File: config.mk
export PLATFORM = sky130hd
export DESIGN_NAME = pwm_duty_ramp
export DESIGN_NICKNAME = d
export VERILOG_FILES = /design/src/rtl/pwm_pkg.sv /design/src/rtl/pwm_period_timer.sv /design/src/rtl/pwm_duty_ramp.sv
export SDC_FILE = /design/constraint.sdc
export NUM_CORES = 1
export LEC_CHECK = 0
export ABC_AREA = 1
export BUFFER_PORTS_ARGS = -buffer_cell sky130_fd_sc_hd__buf_4
export CORE_AREA = 2 2 68 50
export DETAILED_ROUTE_END_ITERATION = 7
export DIE_AREA = 0 0 70 52
export PLACE_DENSITY = 0.75
export SYNTH_ARGS = -nofsm -noshare
export SYNTH_HDL_FRONTEND = slang
export SYNTH_SLANG_ARGS = --single-unit
File: constraint.sdc
create_clock -name clk -period 2.2 [get_ports clk]
set_input_delay 0.66 -clock clk [delete_from_list [all_inputs] [get_ports clk]]
set_output_delay 0.66 -clock clk [all_outputs]
set_load 0.02 [all_outputs]
File: src/rtl/pwm_pkg.sv
// Shared definitions for the PWM duty path: ramp FSM states and the default
// PWM period, which the PWM generator must also use so both counters line up.
package pwm_pkg;

  typedef enum logic [0:0] {
    StIdle,
    StRamp
  } state_e;

  localparam int unsigned DefaultPeriod = 15;

endpackage

File: src/rtl/pwm_period_timer.sv
// Free-running PWM period counter with period tick, plus a divider that
// turns every STEP_DIV-th period tick into a ramp step event.
module pwm_period_timer #(
  parameter int unsigned PERIOD   = 15,
  parameter int unsigned STEP_DIV = 1
) (
  input  logic clk,
  input  logic rst_n,
  output logic period_tick,
  output logic step_evt
);

  localparam int unsigned PcntW = (PERIOD > 0) ? $clog2(PERIOD + 1) : 1;
  localparam int unsigned DcntW = (STEP_DIV > 1) ? $clog2(STEP_DIV) : 1;
  localparam logic [PcntW-1:0] PcntLast = PcntW'(PERIOD);
  localparam logic [DcntW-1:0] DcntLast = DcntW'(STEP_DIV - 1);

  logic [PcntW-1:0] pcnt_q, pcnt_d;
  logic [DcntW-1:0] dcnt_q, dcnt_d;

  always_comb begin
    period_tick = (pcnt_q == PcntLast);
    step_evt    = period_tick && (dcnt_q == DcntLast);
  end

  always_comb begin
    pcnt_d = period_tick ? '0 : pcnt_q + PcntW'(1);
    dcnt_d = dcnt_q;
    if (period_tick) begin
      dcnt_d = (dcnt_q == DcntLast) ? '0 : dcnt_q + DcntW'(1);
    end
  end

  always_ff @(posedge clk) begin
    if (!rst_n) begin
      pcnt_q <= '0;
      dcnt_q <= '0;
    end else begin
      pcnt_q <= pcnt_d;
      dcnt_q <= dcnt_d;
    end
  end

endmodule

File: src/rtl/pwm_duty_ramp.sv
// Slew-limited duty source feeding the PWM generator. Define PWM_RAMP_CLAMP_EN
// to clamp accepted targets to DUTY_MAX; otherwise targets are taken as given.
module pwm_duty_ramp
  import pwm_pkg::*;
#(
  parameter int unsigned N        = 3,
  parameter int unsigned PERIOD   = DefaultPeriod,
  parameter int unsigned STEP     = 1,
  parameter int unsigned STEP_DIV = 1,
  parameter int unsigned DUTY_MAX = (1 << (N + 1)) - 1
) (
  input  logic       clk,
  input  logic       rst_n,
  input  logic [N:0] tgt_duty,
  input  logic       tgt_valid,
  output logic       tgt_ready,
  output logic [N:0] pwm_duty,
  output logic       period_tick,
  output logic       busy
);

  localparam logic [N+1:0] StepW = (N + 2)'(STEP);

  state_e       state_q, state_d;
  logic [N:0]   target_q, target_d;
  logic [N:0]   duty_q, duty_d;
  logic [N:0]   accepted;
  logic [N:0]   stepped;
  logic [N+1:0] duty_x, target_x, up_sum, dn_lim;
  logic         rdy_en_q;
  logic         step_evt;

  pwm_period_timer #(
    .PERIOD  (PERIOD),
    .STEP_DIV(STEP_DIV)
  ) u_timer (
    .clk        (clk),
    .rst_n      (rst_n),
    .period_tick(period_tick),
    .step_evt   (step_evt)
  );

`ifdef PWM_RAMP_CLAMP_EN
  localparam logic [N:0] DutyMaxW = (N + 1)'(DUTY_MAX);

  always_comb begin
    accepted = (tgt_duty > DutyMaxW) ? DutyMaxW : tgt_duty;
  end
`else
  always_comb begin
    accepted = tgt_duty;
  end
`endif

  // One step toward the target in N+2 bits, saturating at the target itself.
  always_comb begin
    duty_x   = {1'b0, duty_q};
    target_x = {1'b0, target_q};
    up_sum   = duty_x + StepW;
    dn_lim   = target_x + StepW;
    if (target_x > duty_x) begin
      stepped = (up_sum > target_x) ? target_q : up_sum[N:0];
    end else if (duty_x > dn_lim) begin
      stepped = duty_q - StepW[N:0];
    end else begin
      stepped = target_q;
    end
  end

  always_ff @(posedge clk) begin
    if (!rst_n) begin
      state_q <= StIdle;
    end else begin
      state_q <= state_d;
    end
  end

  always_comb begin
    state_d  = state_q;
    target_d = target_q;
    duty_d   = duty_q;
    unique case (state_q)
      StIdle: begin
        if (tgt_valid && tgt_ready) begin
          target_d = accepted;
          if (accepted != duty_q) begin
            state_d = StRamp;
          end
        end
      end
      StRamp: begin
        if (step_evt) begin
          duty_d = stepped;
          if (stepped == target_q) begin
            state_d = StIdle;
          end
        end
      end
      default: state_d = StIdle;
    endcase
  end

  // rdy_en_q holds tgt_ready low for the first cycle after reset is sampled.
  always_ff @(posedge clk) begin
    if (!rst_n) begin
      target_q <= '0;
      duty_q   <= '0;
      rdy_en_q <= 1'b0;
    end else begin
      target_q <= target_d;
      duty_q   <= duty_d;
      rdy_en_q <= 1'b1;
    end
  end

  always_comb begin
    busy      = (state_q == StRamp);
    tgt_ready = (state_q == StIdle) && rdy_en_q;
    pwm_duty  = duty_q;
  end

endmodule

-- After elaboration in Yosys (flattened, before gate mapping)
Index checks and enable logic that the tools add are counted.
- flip-flop bits (word level): 15
- logic and storage cells: 36
- output and inout bits: 7
- input bits: 7
- bitwise gates (word level): 3
- reduce and logical (&&, ||, !) cells: 6
- $lt $le $gt $ge: 3
- eq/ne operators: 3
- mux-type cells: 10
- $add $sub $neg: 5
- operators by type and width (kind ; count):
    4-bit two-way mux ; 3
    4-bit by 1-bit adder with 5-bit output, second input constant ; 2
    1-bit two-way mux ; 6
    4-bit by 5-bit > comparator with 1-bit output ; 1
    5-bit by 4-bit > comparator with 1-bit output ; 1
    4-bit by 1-bit adder with 4-bit output, second input constant ; 1
    4-bit == test ; 1
    4-bit == test, second input constant ; 1
    4-bit > comparator ; 1
    4-bit != test ; 1
    2-bit AND reduction ; 2
    4-bit by 1-bit subtractor with 4-bit output, second input constant ; 1
    1-bit logical AND ; 3
    1-bit NOT ; 3
    1-bit case mux with 2 select lines ; 1
    2-bit OR reduction ; 1
    1-bit adder, second input constant ; 1

-- Logic depth before layout (Yosys ltp)
Gate-level depths: netlist of the first run.
- word-level depth: 8
- mapped depth: 17
- gate-level depth less buffers: 17

-- By module
A second synthesis of the first run with hierarchy kept.
- cells, all modules: 182
- area, all modules: 1333.8 um2
- modules (own cells, without submodules) (module ; seq. area each (um2) ; instances ; cells an instance ; area each (um2)):
    pwm_duty_ramp ; 200.2 ; 1 ; 162 ; 1168.6
    pwm_period_timer ; 80.1 ; 1 ; 20 ; 165.2

-- Worst setup path before layout of the first run
OpenSTA, ideal clock, no wires.
- path kind: reg2reg
- start: register duty_q[0] (netlist: pwm_duty[0])
- end: register state_q (netlist: busy)
- clock period less this slack: 2484 ps
- arrival time: 2355 ps
- buffers on the path: 0
- data required time: 2071 ps
- setup slack: -284 ps
- stages on the path, launching flop included: 17
- cells stage by stage: dfxtp_1 > inv_1 > ha_1 > ha_1 > nand2_1 > nor2_1 > nand3_2 > nand3_4 > nand2_4 > nand2_1 > nand3_1 > nand3_1 > nand2_1 > nor2_1 > nand3_1 > nand2_1 > a21oi_2
- longest elaborated chain between the ends: 8
- elaborated cells between the ends (all ways): 15
- those cells by class: add/sub: 2; order compare: 3; eq/ne: 2; mux: 8
- ends and longest elaborated chain (item ; line ; source):
    from (decl) ; pwm_duty_ramp.sv:26 ; logic [N:0] duty_q, duty_d;
    from (signal assigned) ; pwm_duty_ramp.sv:111 ; duty_q <= duty_d;
    4-bit by 1-bit adder with 5-bit output ; pwm_duty_ramp.sv:59 ; up_sum = duty_x + StepW;
    5-bit by 4-bit > comparator with 1-bit output ; pwm_duty_ramp.sv:62 ; stepped = (up_sum > target_x) ? target_q : up_sum[N:0];
    4-bit two-way mux ; pwm_duty_ramp.sv:62 ;
    4-bit two-way mux ; pwm_duty_ramp.sv:61 ; if (target_x > duty_x) begin
    4-bit == test ; pwm_duty_ramp.sv:94 ; if (stepped == target_q) begin
    1-bit two-way mux ; pwm_duty_ramp.sv:94 ;
    1-bit two-way mux ; pwm_duty_ramp.sv:92 ; if (step_evt) begin
    1-bit case mux with 2 select lines * ; pwm_duty_ramp.sv:82 ; unique case (state_q)
    to (signal assigned) ; pwm_duty_ramp.sv:72 ; state_q <= StIdle;
    to (signal assigned) ; pwm_duty_ramp.sv:74 ; state_q <= state_d;
    to (decl) ; pwm_duty_ramp.sv:24 ; state_e state_q, state_d;
Every way passes the cells marked *; elsewhere a longest branch is shown, timed or not.
A chain may end at the register's enable or synchronous reset.

-- Final worst setup path of the first run
- start: register duty_q[1] (netlist: pwm_duty[1])
- end: register state_q (netlist: busy)
Same word-level chain as after synthesis.

==> results.cfg, run 1 <==
[outcome]
status = finished, violations left
violations = negative setup slack

[timing]
final_max_slew_viol_count = 0
tns_ns = -0.0266
maxSlewHeadroom_pct = 64.0
fin_crit_sh_pct = 101
tightest_slew_ns = 0.533
finClkSkew_ns = 0.00199
rsz0062_at_grt = yes
min_period_ns = 2.23
max_freq_ghz = 0.449
hold_viol = 0
hold_slack_ns = 0.458
fin_ws_ns = -0.0266
finalSetupViolations = 1

[critical_path]
cp_top_family = simple AND/OR/NAND/NOR gates
cp_data_arrival_time_ns = 2.35
cp_num_buf_inv = 4
cpPeakStageDelay_ns = 0.38
path_max_fanout = 5
worstPathRequired_ns = 2.33
crit_chain = inv_1, buf_4, ha_1, inv_1, nor2_1, o21bai_1, a21oi_4, buf_4, nand3_2, nand3_1, nand2_1, nor2_2, nand3_1, nand2_1, a21oi_2
crit_type = flip-flop to flip-flop
crit_path_start_kind = flip-flop
reg2reg_slack_ns = -0.03
cpMaxStageDelayCell = dfxtp_4
cp-end-kind = flip-flop

[place]
portBuffers = 13
place_congestion = 0.981
dp_slack_ns = -0.100
hpwl_mm = 2.94
placed_cells = 265
place_area_um2 = 1680

[global_route]
antenna_found_initial = 0
grt_pass1_wl_mm = 6.15
grt_pass1_vias = 1259
globalRouteOverflowTotal = 0
grt_usage_pct = 21.9
grt_max_degree = 9

[synth]
synthTopCellsByCount = nand2_1 (38), nand3_1 (32), inv_1 (25)
yosysMostFrequentCell = nand2_1
ys_types = 27
syn_nets = 214
yosysSeqAreaShare_pct = 21.2
synth_top_area_share_pct = 21.2
synth_top_area_cell = dfxtp_1
synth_top_flop_cell = dfxtp_1
syn_area_per_cell_um2 = 6.91
synthCells = 191
synth-seq-cells = 14
synth_warnings = 0
async_flop_share_pct = 0
synth-edff-count = 0
synthTopCellsByArea = dfxtp_1 (21%), ha_1 (15%), nand3_1 (12%)
syn_area_um2 = 1320

[route]
routed_wirelength_mm = 4.20
drt-initial-drc-count = 105
vias = 1485
drt_first_pass_iters = 4
avgViaCountPerCell = 5.32
avgRoutedWirePerCell_um = 15.0
drtAntennaViolNets = 0
drc = 0

[layout]
nets = 265
diodes = 0
fin_cells = 279
drive_above_1_share_pct = 42.3
synthToLayoutAreaGrowth_pct = 48.8
finalInstanceArea_um2 = 1960

[clocking]
clock-sinks = 14
clock_path_buffers = 2
postCtsHoldBufs = 0
numCtsBuffers = 3
clock_latency_ns = 0.25
root_buffer = clkbuf_8
h-tree-depth = 1
cts_tree = done
cts.clk_slew.worst_paths_ns = 0.06

[die]
die_x_um = 70
die_h_um = 52
io_pins = 14
die-area_um2 = 3640
core_area_um2 = 3020
rows = 17
initial_core_util_pct = 43.7

[power]
power.internal_w = 0.000566
power_frac_clock_pct = 28.9
power_per_cell_area_nw_per_um2 = 441
p_switching_w = 0.000301
seq_power_share_pct = 31.8
p_comb_share_pct = 39.2
power_leakage_nw = 0.942
irDropWorstVdd_v = 0.000377
p_sw_share_pct = 34.7

[hold_path]
min_path_type = flip-flop to flip-flop

[run]
maxCapViolCount = 0
-- what timing repair did --
item,CTS,global route
pin swaps,7,17
setup buffers,4,6
resized for setup,18,19
gates cloned,0,0
setup endpoints to repair,3,3
-- cell usage in the layout, fill, tap and decap left out, types with 6 or more instances in the layout --
cell type and n:
buf_4 45, o21ai_0 6, nand2_2 7, nand3_1 26, inv_1 23, a21oi_1 10, nand3_2 9, dfxtp_1 8
nor2_1 8, ha_1 11, nand2_1 32
-- final cells by class --
class                      count  area, µm²
sequential                    14        295
clock buffer                   4       55.1
inverter                      28        105
fill                         257       1060
timing repair buffer          47        378
tap                           38       47.5
multi-input combinational    148       1080
-- routing by layer --
layer | vias up | global-route usage, % | routed length [µm] | share of wire [%]
met1 | 669 | 31.1 | 1890 | 45
li1 | 740 | - | - | -
met4 | 0 | 6.41 | 108 | 2.6
met3 | 12 | 4.46 | 314 | 7.5
met5 | - | 0 | 0 | 0
met2 | 64 | 33.7 | 1890 | 45
-- path summary, 6_finish.rpt --
| kind | cells past startpoint | endpoint | startpoint |
|---|---|---|---|
| setup reg to reg | 15 | busy | pwm_duty[1] |
| hold reg to reg | 1 | u_timer.pcnt_q[0] | u_timer.pcnt_q[0] |
| hold / removal | 1 | u_timer.pcnt_q[0] | u_timer.pcnt_q[0] |
| setup / recovery | 15 | busy | pwm_duty[1] |
-- stage by stage --
step,total power [W],utilization [%]
6_report,0.000867,65.0
5_1_grt,0.000913,65.0
4_1_cts,0.000824,61.2
3_5_place_dp,0.000543,55.5
3_3_place_gp,0.000538,55.5
2_1_floorplan,0.000462,-
-- cells by family after synthesis --
family,count (synthesis),synth area share [%]
and+or+nand+nor,100,39.1
AOI/OAI and AO/OA,25,11.5
buffers and inverters,29,8.34
adders and majority gates,16,15.2
DFF,14,21.2
xor gates and xnor gates,7,4.64
-- registers in the layout (all words and copies together) (netlist names) --
register	count
busy	1
pwm_duty	4
rdy_en_q	1
target_q	4
u_timer.pcnt_q	4
-- worst register-to-register path, cell delays in order, from the launching register on --
cell	delay (ns)
dfxtp_4	0.38
inv_1	0.09
buf_4	0.17
ha_1	0.27
inv_1	0.05
nor2_1	0.09
o21bai_1	0.10
a21oi_4	0.25
buf_4	0.18
nand3_2	0.07
nand3_1	0.09
nand2_1	0.07
nor2_2	0.12
nand3_1	0.07
nand2_1	0.07
a21oi_2	0.05
-- power groups by stage --
| stage | Clock [W] | Sequential [W] | Combinational, W |
|---|---|---|---|
| global route | 0.000268 | 0.000277 | 0.000367 |
| finish | 0.000251 | 0.000276 | 0.000340 |
| floorplan | 0 | 0.000282 | 0.000180 |
| detailed placement | 0 | 0.000282 | 0.000261 |
| global placement | 0 | 0.000282 | 0.000257 |
| CTS | 0.000258 | 0.000276 | 0.000291 |
(Power assumes the default switching activity.)
==> run 2: changes to the inputs <==
--- a/config.mk
+++ b/config.mk
@@ -7,10 +7,10 @@
 export LEC_CHECK = 0
 export ABC_AREA = 1
 export BUFFER_PORTS_ARGS = -buffer_cell sky130_fd_sc_hd__buf_4
-export CORE_AREA = 2 2 68 50
+export CORE_AREA = 2 2 64 48
 export DETAILED_ROUTE_END_ITERATION = 7
-export DIE_AREA = 0 0 70 52
-export PLACE_DENSITY = 0.75
+export DIE_AREA = 0 0 66 50
+export PLACE_DENSITY = 0.73
 export SYNTH_ARGS = -nofsm -noshare
 export SYNTH_HDL_FRONTEND = slang
 export SYNTH_SLANG_ARGS = --single-unit
==> run 2 against run 1 <==
  * The flow still finishes with violations (negative setup slack)
  * First-iteration DRC count shrank 25%
  * Via count grew 7.3%
  * Die area shrank 9.3%
  * Non-clock buffer count grew 5
  * Largest cell class unchanged
  * Largest power group unchanged
==> results.cfg, run 2 (synthesized netlist as in run 1, its figures left out) <==
[outcome]
status = finished, violations left
violations = negative setup slack

[global_route]
grt_pass1_wl_mm = 7.16
grt_pass1_vias = 1536
antenna_found_initial = 0
grt_usage_pct = 29.1
globalRouteOverflowTotal = 0
grt_max_degree = 9

[route]
drc = 0
avgViaCountPerCell = 5.65
avgRoutedWirePerCell_um = 16.5
routed_wirelength_mm = 4.64
drt-initial-drc-count = 79
vias = 1593
drtAntennaViolNets = 0
drt_first_pass_iters = 5

[critical_path]
cp-end-kind = flip-flop
cp_top_family = simple AND/OR/NAND/NOR gates
crit_chain = ha_4, xnor2_2, ha_1, a21oi_2, nand2_2, nand2_2, nand2_4, nand2_4, nand2_4, nand3_4, nand2_1, nand2_1, nand2_1, nor2_2, nand3_1, nand2_1, a21oi_2
path_max_fanout = 7
crit_path_start_kind = flip-flop
cp_data_arrival_time_ns = 2.41
cpPeakStageDelay_ns = 0.35
crit_type = flip-flop to flip-flop
worstPathRequired_ns = 2.33
cpMaxStageDelayCell = dfxtp_4
cpMostUsedCell = nand2_1
cp_num_buf_inv = 0

[place]
hpwl_mm = 3.00
portBuffers = 13
dp_slack_ns = -0.130
place_congestion = 0.932
place_area_um2 = 1670

[timing]
finClkSkew_ns = 0.00900
hold_slack_ns = 0.440
rsz0062_at_grt = yes
maxSlewHeadroom_pct = 59.8
min_period_ns = 2.28
hold_viol = 0
fin_ws_ns = -0.0791
final_max_slew_viol_count = 0
fin_crit_sh_pct = 104
tightest_slew_ns = 0.596
max_freq_ghz = 0.439
finalSetupViolations = 2

[die]
die-area_um2 = 3300
io_pins = 14
die_h_um = 50
core_area_um2 = 2680
rows = 16
die_x_um = 66
initial_core_util_pct = 49.2

[clocking]
cts_tree = done
clock_path_buffers = 2
postCtsHoldBufs = 0
numCtsBuffers = 3
clock-sinks = 14
h-tree-depth = 1
root_buffer = clkbuf_8
cts.clk_slew.worst_paths_ns = 0.07
clock_latency_ns = 0.26

[layout]
diodes = 0
finalCoreUtilization_pct = 77.9
fillers = 161
synthToLayoutAreaGrowth_pct = 58.3
layout_common_cells = buf_4 (51), nand2_1 (28), nand3_1 (23), inv_1 (22)
drive_above_1_share_pct = 50.0
final_common_cell = buf_4
finalInstanceArea_um2 = 2090
nets = 270

[run]
maxCapViolCount = 0

[power]
irDropWorstVdd_v = 0.000448
power_per_cell_area_nw_per_um2 = 449
power_leakage_nw = 0.991

[hold_path]
min_path_type = flip-flop to flip-flop
run 2: changes by cell type in the layout (fill, tap and decap cells not counted), moves of 2 or more:
cell | previous run | this run
nand2_1 | 32 | 28
buf_4 | 45 | 51
nand3_1 | 26 | 23
nand2_2 | 7 | 9
nand2_4 | 3 | 5
buf_12 | 2 | 0
o21ai_2 | 0 | 2
nand3_4 | 4 | 6
run 2: cell type report:
type                    count  area, µm²  share of cell area, %
well taps                  36       45.0                   2.16
flip-flops and latches     14        299                   14.3
inverters                  28        105                   5.03
multi-input cells         148       1190                   57.0
clock buffers               4       55.1                   2.63
repair buffers             52        394                   18.9
run 2: path summary, 6_finish.rpt:
check                                  startpoint                 to  slack [ns]  cells after the start
worst max-delay path                  target_q[1]               busy       -0.08                     17
worst min-delay path            u_timer.pcnt_q[0]  u_timer.pcnt_q[0]        0.44                      1
worst max register to register        target_q[1]               busy       -0.08                     17
worst min register to register  u_timer.pcnt_q[0]  u_timer.pcnt_q[0]        0.44                      1
run 2: report_power, final:
| group | switching [W] | total, W | internal (W) |
|---|---|---|---|
| sequential | 0.0000123 | 0.000275 | 0.000262 |
| clock | 0.000103 | 0.000262 | 0.000159 |
| combinational | 0.000227 | 0.000402 | 0.000175 |
| total | 0.000342 | 0.000939 | 0.000597 |
run 2: metal layers:
metal | up-vias | share of wire [%] | GRT usage, %
li1 | 750 | - | -
met1 | 735 | 41 | 36.4
met2 | 84 | 47 | 49.2
met3 | 24 | 7.9 | 6.16
met4 | 0 | 3.4 | 10.5
met5 | - | 0 | 0
run 2: per-stage QoR:
| stage | setup TNS [ns] | power (W) | instances |
|---|---|---|---|
| 4_1_cts | -0.0345 | 0.000872 | 279 |
| 6_report | -0.110 | 0.000939 | 282 |
| 2_1_floorplan | 0 | 0.000462 | 191 |
| 3_5_place_dp | -0.153 | 0.000558 | 266 |
| 3_3_place_gp | -0.0532 | 0.000544 | 266 |
| 5_1_grt | -0.318 | 0.000984 | 282 |
run 2: repair_timing:
action	CTS	global route
hold endpoints to repair	0	0
endpoints found under the setup margin	3	5
resized for setup	30	31
pin swaps	10	20
buffers inserted	9	3
